[config.mk]
export PLATFORM = sky130hd
export DESIGN_NAME = ex_muldiv_unit
export DESIGN_NICKNAME = d
export VERILOG_FILES = /design/src/rtl/ex_muldiv_pkg.sv /design/src/rtl/ex_div_core.sv /design/src/rtl/ex_muldiv_unit.sv
export SDC_FILE = /design/constraint.sdc
export NUM_CORES = 2
export LEC_CHECK = 0
export CORE_UTILIZATION = 41
export CTS_BUF_LIST = sky130_fd_sc_hd__clkbuf_8
export CTS_CLUSTER_SIZE = 10
export DETAILED_ROUTE_END_ITERATION = 10
export DONT_BUFFER_PORTS = 1
export HOLD_SLACK_MARGIN = 0.06
export PLACE_DENSITY_LB_ADDON = 0.2
export SLEW_MARGIN = 20
export SYNTH_ARGS = -nofsm -noshare
export SYNTH_HDL_FRONTEND = slang
export SYNTH_HIERARCHICAL = 1
export SYNTH_SLANG_ARGS = --single-unit
[constraint.sdc]
create_clock -name clk -period 26.9 [get_ports clk]
set_input_delay 6.725 -clock clk [delete_from_list [all_inputs] [get_ports clk]]
set_output_delay 6.725 -clock clk [all_outputs]
set_load 0.01 [all_outputs]
[src/rtl/ex_muldiv_pkg.sv]
// rtl/ex_muldiv_pkg.sv - shared constants, state encoding and helpers for the RV32M execute unit
// Contents: RV32M opcode/func7 values, func3 M-op selects, DIV_CYCLES,
//           FSM state encoding, operand magnitude helper.
package ex_muldiv_pkg;

  localparam logic [6:0] OPCODE_OP    = 7'b0110011;
  localparam logic [6:0] FUNC7_MULDIV = 7'b0000001;

  localparam logic [2:0] F3_MUL    = 3'd0;
  localparam logic [2:0] F3_MULH   = 3'd1;
  localparam logic [2:0] F3_MULHSU = 3'd2;
  localparam logic [2:0] F3_MULHU  = 3'd3;
  localparam logic [2:0] F3_DIV    = 3'd4;
  localparam logic [2:0] F3_DIVU   = 3'd5;
  localparam logic [2:0] F3_REM    = 3'd6;
  localparam logic [2:0] F3_REMU   = 3'd7;

  localparam int DIV_CYCLES = 32;

  typedef enum logic [1:0] {
    ST_IDLE = 2'd0,
    ST_MUL  = 2'd1,
    ST_DIV  = 2'd2,
    ST_DONE = 2'd3
  } state_e;

  // Unsigned magnitude of a value that is two's complement when is_signed is set.
  // 0x80000000 maps to itself, which is the correct unsigned magnitude.
  function automatic logic [31:0] mag32(input logic [31:0] x, input logic is_signed);
    return (is_signed & x[31]) ? (32'd0 - x) : x;
  endfunction

endpackage

[src/rtl/ex_div_core.sv]
// rtl/ex_div_core.sv - radix-2 restoring divider datapath with sign fix-up
// Ports:
//   clk, rst        clock, asynchronous active-high reset
//   load            capture operand magnitudes and result signs, clear remainder
//   step            perform one restoring iteration (one quotient bit)
//   is_signed       operands are two's complement (sampled on load)
//   dividend        raw op1 (sampled on load)
//   divisor         raw op2 (sampled on load)
//   quotient        sign-corrected quotient after the current cycle's step
//   remainder       sign-corrected remainder after the current cycle's step
module ex_div_core
  import ex_muldiv_pkg::*;
(
  input  logic        clk,
  input  logic        rst,
  input  logic        load,
  input  logic        step,
  input  logic        is_signed,
  input  logic [31:0] dividend,
  input  logic [31:0] divisor,
  output logic [31:0] quotient,
  output logic [31:0] remainder
);

  logic [31:0] rem_q, rem_d;
  logic [31:0] quo_q, quo_d;
  logic [31:0] dvs_q, dvs_d;
  logic        neg_quo_q, neg_quo_d;
  logic        neg_rem_q, neg_rem_d;

  logic [32:0] shifted;
  logic        fits;
  logic [31:0] rem_next;
  logic [31:0] quo_next;

  // The quotient register doubles as the dividend shifter: its MSB feeds the
  // partial remainder while quotient bits enter at the LSB.
  assign shifted  = {rem_q, quo_q[31]};
  assign fits     = shifted >= {1'b0, dvs_q};
  // When fits is set the difference is below the divisor, so 32 bits suffice.
  assign rem_next = fits ? (shifted[31:0] - dvs_q) : shifted[31:0];
  assign quo_next = {quo_q[30:0], fits};

  // Outputs reflect this cycle's step so the caller can latch them on the last one.
  assign quotient  = neg_quo_q ? (32'd0 - quo_next) : quo_next;
  assign remainder = neg_rem_q ? (32'd0 - rem_next) : rem_next;

  always_comb begin
    rem_d     = rem_q;
    quo_d     = quo_q;
    dvs_d     = dvs_q;
    neg_quo_d = neg_quo_q;
    neg_rem_d = neg_rem_q;
    if (load) begin
      rem_d     = '0;
      quo_d     = mag32(dividend, is_signed);
      dvs_d     = mag32(divisor, is_signed);
      neg_quo_d = is_signed & (dividend[31] ^ divisor[31]);
      neg_rem_d = is_signed & dividend[31];
    end else if (step) begin
      rem_d = rem_next;
      quo_d = quo_next;
    end
  end

  always_ff @(posedge clk or posedge rst) begin
    if (rst) begin
      rem_q     <= '0;
      quo_q     <= '0;
      dvs_q     <= '0;
      neg_quo_q <= 1'b0;
      neg_rem_q <= 1'b0;
    end else begin
      rem_q     <= rem_d;
      quo_q     <= quo_d;
      dvs_q     <= dvs_d;
      neg_quo_q <= neg_quo_d;
      neg_rem_q <= neg_rem_d;
    end
  end

endmodule

[src/rtl/ex_muldiv_unit.sv]
// rtl/ex_muldiv_unit.sv - RV32M multiply/divide execute unit with pipeline stall control
// Ports:
//   clk, rst     clock, asynchronous active-high reset
//   start        EX-stage instruction is an M-op (held while ID/EX is stalled)
//   func3        M-op select
//   op1, op2     forwarded rs1/rs2 operands
//   flush        synchronous abort of the in-flight op
//   stall_req    freeze PC, IF/ID and ID/EX
//   done         one-cycle result-valid pulse
//   result       M-op result, held until the next done
//   busy         unit is not idle
module ex_muldiv_unit
  import ex_muldiv_pkg::*;
(
  input  logic        clk,
  input  logic        rst,
  input  logic        start,
  input  logic [2:0]  func3,
  input  logic [31:0] op1,
  input  logic [31:0] op2,
  input  logic        flush,
  output logic        stall_req,
  output logic        done,
  output logic [31:0] result,
  output logic        busy
);

  state_e      state_q, state_d;
  logic [5:0]  cnt_q, cnt_d;
  logic [2:0]  func3_q, func3_d;
  logic [31:0] op1_q, op1_d;
  logic [31:0] op2_q, op2_d;
  logic [31:0] result_q, result_d;

  logic        capture;
  logic        is_div;
  logic        div_signed;
  logic        div_by_zero;
  logic        div_ovf;
  logic        div_special;
  logic [31:0] special_res;
  logic [63:0] mul_a, mul_b, product;
  logic [31:0] mul_res;
  logic [31:0] div_quo, div_rem, div_res;
  logic        div_step;
  logic        div_last;

  assign capture     = (state_q == ST_IDLE) & start & ~flush;
  assign is_div      = func3[2];
  assign div_signed  = ~func3[0];
  assign div_by_zero = (op2 == 32'd0);
  assign div_ovf     = div_signed & (op1 == 32'h8000_0000) & (op2 == 32'hFFFF_FFFF);
  assign div_special = div_by_zero | div_ovf;

  // Special divides resolve at capture: REM/REMU (func3[1]) yield the dividend
  // on divide-by-zero and zero on overflow; DIV/DIVU yield all-ones or INT_MIN.
  assign special_res = func3[1] ? (div_by_zero ? op1 : 32'd0)
                                : (div_by_zero ? 32'hFFFF_FFFF : 32'h8000_0000);

  // 64-bit wrap-around product of extended operands gives the exact low 64 bits
  // of the signed/unsigned product for every M-op flavour.
  assign mul_a   = {{32{op1_q[31] & ((func3_q == F3_MULH) | (func3_q == F3_MULHSU))}}, op1_q};
  assign mul_b   = {{32{op2_q[31] & (func3_q == F3_MULH)}}, op2_q};
  assign product = mul_a * mul_b;
  assign mul_res = (func3_q == F3_MUL) ? product[31:0] : product[63:32];

  assign div_step = (state_q == ST_DIV);
  assign div_last = (cnt_q == 6'(DIV_CYCLES - 1));
  assign div_res  = func3_q[1] ? div_rem : div_quo;

  ex_div_core u_div_core (
    .clk       (clk),
    .rst       (rst),
    .load      (capture),
    .step      (div_step),
    .is_signed (div_signed),
    .dividend  (op1),
    .divisor   (op2),
    .quotient  (div_quo),
    .remainder (div_rem)
  );

  always_comb begin
    state_d  = state_q;
    cnt_d    = cnt_q;
    func3_d  = func3_q;
    op1_d    = op1_q;
    op2_d    = op2_q;
    result_d = result_q;
    case (state_q)
      ST_IDLE: begin
        if (capture) begin
          func3_d = func3;
          op1_d   = op1;
          op2_d   = op2;
          cnt_d   = '0;
          if (!is_div) begin
            state_d = ST_MUL;
          end else if (div_special) begin
            state_d  = ST_DONE;
            result_d = special_res;
          end else begin
            state_d = ST_DIV;
          end
        end
      end
      ST_MUL: begin
        state_d  = ST_DONE;
        result_d = mul_res;
      end
      ST_DIV: begin
        cnt_d = cnt_q + 6'd1;
        if (div_last) begin
          state_d  = ST_DONE;
          cnt_d    = '0;
          result_d = div_res;
        end
      end
      ST_DONE: begin
        state_d = ST_IDLE;
      end
      default: begin
        state_d = ST_IDLE;
      end
    endcase
    // Redirect wins over everything: drop the op and keep the last result.
    if (flush) begin
      state_d  = ST_IDLE;
      cnt_d    = '0;
      result_d = result_q;
    end
  end

  always_ff @(posedge clk or posedge rst) begin
    if (rst) begin
      state_q  <= ST_IDLE;
      cnt_q    <= '0;
      func3_q  <= '0;
      op1_q    <= '0;
      op2_q    <= '0;
      result_q <= '0;
    end else begin
      state_q  <= state_d;
      cnt_q    <= cnt_d;
      func3_q  <= func3_d;
      op1_q    <= op1_d;
      op2_q    <= op2_d;
      result_q <= result_d;
    end
  end

  // The IDLE term stalls the pipeline in the capture cycle itself; reset
  // forces it low because start may still be high from the frozen ID/EX.
  assign stall_req = ~rst & (((state_q == ST_IDLE) & start & ~flush)
                             | (state_q == ST_MUL) | (state_q == ST_DIV));
  assign done      = (state_q == ST_DONE);
  assign busy      = (state_q != ST_IDLE);
  assign result    = result_q;

endmodule

Word-level counts from Yosys, hierarchy flattened
Cells that the tools add are included.
{"block": "word_totals", "elab_cells": 91, "inputBits": 71, "output_inout_bits": 35, "ff_bits": 205}
{"block": "classes", "addsub": 6, "n_mul": 1, "reduce_logical": 11, "magnitude_cmp": 1, "bitwise_logic": 18, "n_mux": 29, "eq_ne": 14}
{"op": "two-way mux 32 bit", "count": 17}
{"op": "subtractor 1 x 32 -> 32 bit, first input constant", "count": 4}
{"op": "one-hot mux 32 bit (3 select lines)", "count": 1}
{"op": "== test 32 bit, second input constant", "count": 2}
{"op": "multiplier 33 x 33 -> 64 bit", "count": 1}
{"op": ">= comparator 33 x 32 -> 1 bit", "count": 1}
{"op": "zero test 32 bit", "count": 1}
{"op": "subtractor 32 bit", "count": 1}
{"op": "two-way mux 31 bit", "count": 1}
{"op": "two-way mux 6 bit", "count": 3}
{"op": "one-hot mux 6 bit (2 select lines)", "count": 1}
{"op": "AND 1 bit", "count": 10}
{"op": "two-way mux 2 bit", "count": 4}
{"op": "one-hot mux 2 bit (4 select lines)", "count": 1}
{"op": "adder 6 x 1 -> 6 bit, second input constant", "count": 1}
{"op": "== test 6 x 5 -> 1 bit, second input constant", "count": 1}
{"op": "!= test 2 bit, second input constant", "count": 3}
{"op": "AND reduction 2 bit", "count": 3}
{"op": "AND reduction 6 bit", "count": 1}
{"op": "nonzero test 3 bit", "count": 2}
{"op": "== test 2 bit, second input constant", "count": 2}
{"op": "OR 1 bit", "count": 4}
{"op": "nonzero test 2 bit", "count": 2}
{"op": "== test 3 x 1 -> 1 bit, second input constant", "count": 1}
{"op": "other kinds (10)", "count": 12}

Longest topological paths before layout
{"block": "depth", "word_depth": 9, "depth_mapped": 32, "mapped_depth_nobuf": 29}

Cells and area by module
Netlist, hierarchy kept.
{"mod": "ex_muldiv_unit", "n_inst": 1, "seq_area_each_um2": 2677.6, "area_per_inst_um2": 44123.6, "cells_each": 4986}
{"mod": "ex_div_core", "n_inst": 1, "seq_area_each_um2": 2452.4, "area_per_inst_um2": 9233.9, "cells_each": 1189}

Least setup slack after synthesis
Ideal clock, no wire load.
{"block": "synth_path", "kind": "input port to output port", "start": "in start", "end": "out stall_req", "required_time_ns": 20.175, "n_path_buf": 2, "path_stages": 5, "path_slack_ns": 12.525, "t_arrival_ns": 7.650, "path_cell_list": "nand2_1 -> or2_2 -> clkbuf_1 -> clkbuf_1 -> a31oi_1"}
{"block": "synth_between", "elab_chain_cells": 5}
{"element": "from (decl)", "line_no": "ex_muldiv_unit.sv:17", "source": "input logic start,"}
{"element": "AND 1 bit (2 in series)", "line_no": "ex_muldiv_unit.sv:154", "source": "assign stall_req = ~rst & (((state_q == ST_IDLE) & start & ~flush)"}
{"element": "OR 1 bit (2 in series)", "line_no": "ex_muldiv_unit.sv:155", "source": "| (state_q == ST_MUL) | (state_q == ST_DIV));"}
{"element": "AND 1 bit", "line_no": "ex_muldiv_unit.sv:154"}
{"element": "to (decl)", "line_no": "ex_muldiv_unit.sv:22", "source": "output logic stall_req,"}
No other way between the ends.

Final worst setup path
Ends and elaborated chain as after synthesis.

==> run_results.csv <==
group,metric,value,unit
outcome,outcome,"finished, final reports clean",
timing,clock_skew,38.6,ps
yosys,synth_top_cell_area_share,42.2,%
yosys,ys_dominant_reg_cell,"dfrtp_1",
floorplan,start_util,41.6,%
clocking,clock_path_buffers,3,
finish,syn_to_final_growth,4.01,%
critical_path,worst_path_max_delay_cell,"or2_2",
yosys,post-synth-top-count-cell,"inv_1",
clocking,postCtsSetupBuffers,0,
critical_path,critical_path_class,"input pin to output pin",
yosys,synth_top_area_cell,"fa_1",
yosys,netlist_instances,6175,
route,wl_per_cell,21.0,um
timing,tns,0,ps
global_route,grt_max_degree,96,
run,maxCapViolations,0,
worst_hold_path,hold_path_class,"flop to flop",
worst_hold_path,whs_path_depth,2,
yosys,synth_area_leaders,"fa_1, dfrtp_1, inv_1",
timing,fmax,70.8,MHz
placement,gp_congestion,0.941,
yosys,syn-cell-area,0.0534,mm2
timing,slew_viol_final,0,
critical_path,rr_worst_depth,30,
yosys,synth_fp_nets,7625,
yosys,ys_types,103,
floorplan,dieArea,0.132,mm2
route,dr.first_iter.drc_count,2992,
floorplan,die_y,363,um
finish,nFillCells,12900,
yosys,async_flop_share,100,%
clocking,cts_hold_buf,0,
critical_path,start_kind,"input pin",
timing,min_period,14120,ps
timing,rsz0062_at_grt,"false",
placement,dp_hpwl,128000,um
timing,hold_viol,0,
global_route,track_usage,25.3,%
timing,tightest_slew,1210,ps
global_route,grt_overflow,0,
critical_path,max_stage_delay,310,ps
clocking,clock-root-buffer,"clkbuf_8",
finish,drive_gt1_share,3.77,%
timing,slew_headroom,18.8,%
critical_path,critPathRequiredTime,20170,ps
placement,io_buffers,0,
timing,layout_worst_path_cycle_share,52.5,%
clocking,clock_latency,620,ps
global_route,grt_pass1_vias,43362,
yosys,ys_seq_elements,205,
critical_path,endpoint_kind,"output pin",
route,vias,41262,
floorplan,placementRows,131,
yosys,yosys_warnings,6,
clocking,ctsResizeCount,0,
yosys,synth-edff-count,0,
clocking,clock_sinks,205,
clocking,cts_tree,"done",
finish,final_nets,7386,
global_route,antenna_found_initial,5,
critical_path,r2r_slack,17010,ps
route,drtAntennaViolNets,0,
route,viasPerCell,5.36,
route,drc_errors,0,
yosys,avgSynthCellArea,8.64,um2
critical_path,worstPathCellList,"nand2_1, or2_2, a31oi_1",
floorplan,die_x,363,um
global_route,grt_first_pass_wirelength,257000,um
clocking,clkTransAtPathRegs,60,ps
yosys,synth_common_cells,"inv_1, nand2_1, fa_1",
floorplan,core-area,0.128,mm2
timing,finalSetupViolCount,0,
route,first_pass_iters,6,
clocking,htree_num_levels,2,
yosys,ys_seq_area_share,9.61,%
clocking,cts_made_buffers,40,
critical_path,cp_max_fo,3,
critical_path,cp.arrival,7400,ps
floorplan,io_pins,106,
route,drt_wl_total,162000,um
==> layer usage <==
metal  track usage [%]  vias to the layer above  wire (um)
met4              9.08                        4       6890
met1              35.3                    21477      71300
met5                 0                        -         32
met2              41.1                     1217      75100
li1                  -                    18293          -
met3              2.50                      271       8610
==> worst paths after layout <==
check                                                   end              startpoint
max                                               stall_req                   start
min                                    op1_q[2]$_DFFE_PP0P_    op1_q[2]$_DFFE_PP0P_
max reg2reg                          result[28]$_DFFE_PP0P_  func3_q[1]$_DFFE_PP0P_
min reg2reg                            op1_q[2]$_DFFE_PP0P_    op1_q[2]$_DFFE_PP0P_
max in group asynchronous             op2_q[17]$_DFFE_PP0P_                     rst
min in group asynchronous  u_div_core/quo_q[31]$_DFFE_PP0P_                     rst
==> sequential cells by signal, indices dropped and copies added (netlist names) <==
register,count
op1_q,32
op2_q,32
result,32
u_div_core/dvs_q,32
u_div_core/quo_q,32
u_div_core/rem_q,32
cnt_q,6
func3_q,3
state_q,2
u_div_core/neg_quo_q,1
u_div_core/neg_rem_q,1
==> final cells by class <==
class | count | area, um2 | area share, %
Inverter | 1244 | 4690 | 8.46
Clock buffer | 53 | 729 | 1.31
Multi-Input combinational cell | 4372 | 42100 | 75.9
Timing Repair Buffer | 73 | 548 | 0.987
Tap cell | 1729 | 2160 | 3.90
Antenna cell | 2 | 5.00 | 0.00902
Clock inverter | 19 | 110 | 0.198
Sequential cell | 205 | 5140 | 9.27
==> worst max-delay path: cells and delay by family <==
| family | cells | cell delay (ps) |
|---|---|---|
| and+or+nand+nor | 2 | 360 |
| AOI/OAI and AO/OA | 1 | 310 |
==> cell usage in the layout (no fill, tap or decap), types with 17 or more instances in the layout <==
| master | count |
|---|---|
| a211oi_1 | 38 |
| a21o_1 | 44 |
| a21oi_1 | 193 |
| a31oi_1 | 29 |
| and2_1 | 321 |
| and3_1 | 21 |
| buf_4 | 73 |
| clkbuf_8 | 53 |
| dfrtp_1 | 193 |
| fa_1 | 1125 |
| ha_1 | 252 |
| inv_1 | 1252 |
| mux2_2 | 17 |
| mux2i_1 | 75 |
| nand2_1 | 1168 |
| nand2b_1 | 21 |
| nand3_1 | 40 |
| nand4_1 | 36 |
| nor2_1 | 185 |
| nor3_1 | 41 |
| nor4_1 | 29 |
| o21ai_0 | 202 |
| o21ai_1 | 20 |
| o31ai_1 | 35 |
| or2_2 | 21 |
| xnor2_1 | 141 |
| xor2_1 | 72 |
==> cells by family (layout without fill, tap and decap cells) <==
kind of cell / Yosys count / after routing / share of synthesized area, %
flops: 205 / 205 / 9.61
other cells: 0 / 2 / 0
simple gates: 1962 / 1962 / 16.7
mux: 92 / 92 / 1.77
compound gates: 726 / 726 / 8.74
xor+xnor: 213 / 213 / 3.50
buf+inv: 1598 / 1389 / 11.5
fa+ha+maj: 1379 / 1379 / 48.2
==> per-stage QoR <==
stage / util (%) / instance area [um2] / hold WS [ps] / setup slack, ps / std cells
after floorplan: - / 53400 / 436 / 12530 / 6175
after global placement: 42.6 / 54700 / 459 / 12790 / 7623
after detailed placement: 42.6 / 54700 / 463 / 12780 / 7623
after CTS: 43.2 / 55500 / 478 / 12780 / 7695
after global routing: 43.2 / 55500 / 497 / 12720 / 7695
final: 43.2 / 55500 / 473 / 12780 / 7697
Power is left out: the tool's default activity adds up to more than one toggle a clock period on the data nets, which glitch-free logic cannot reach.
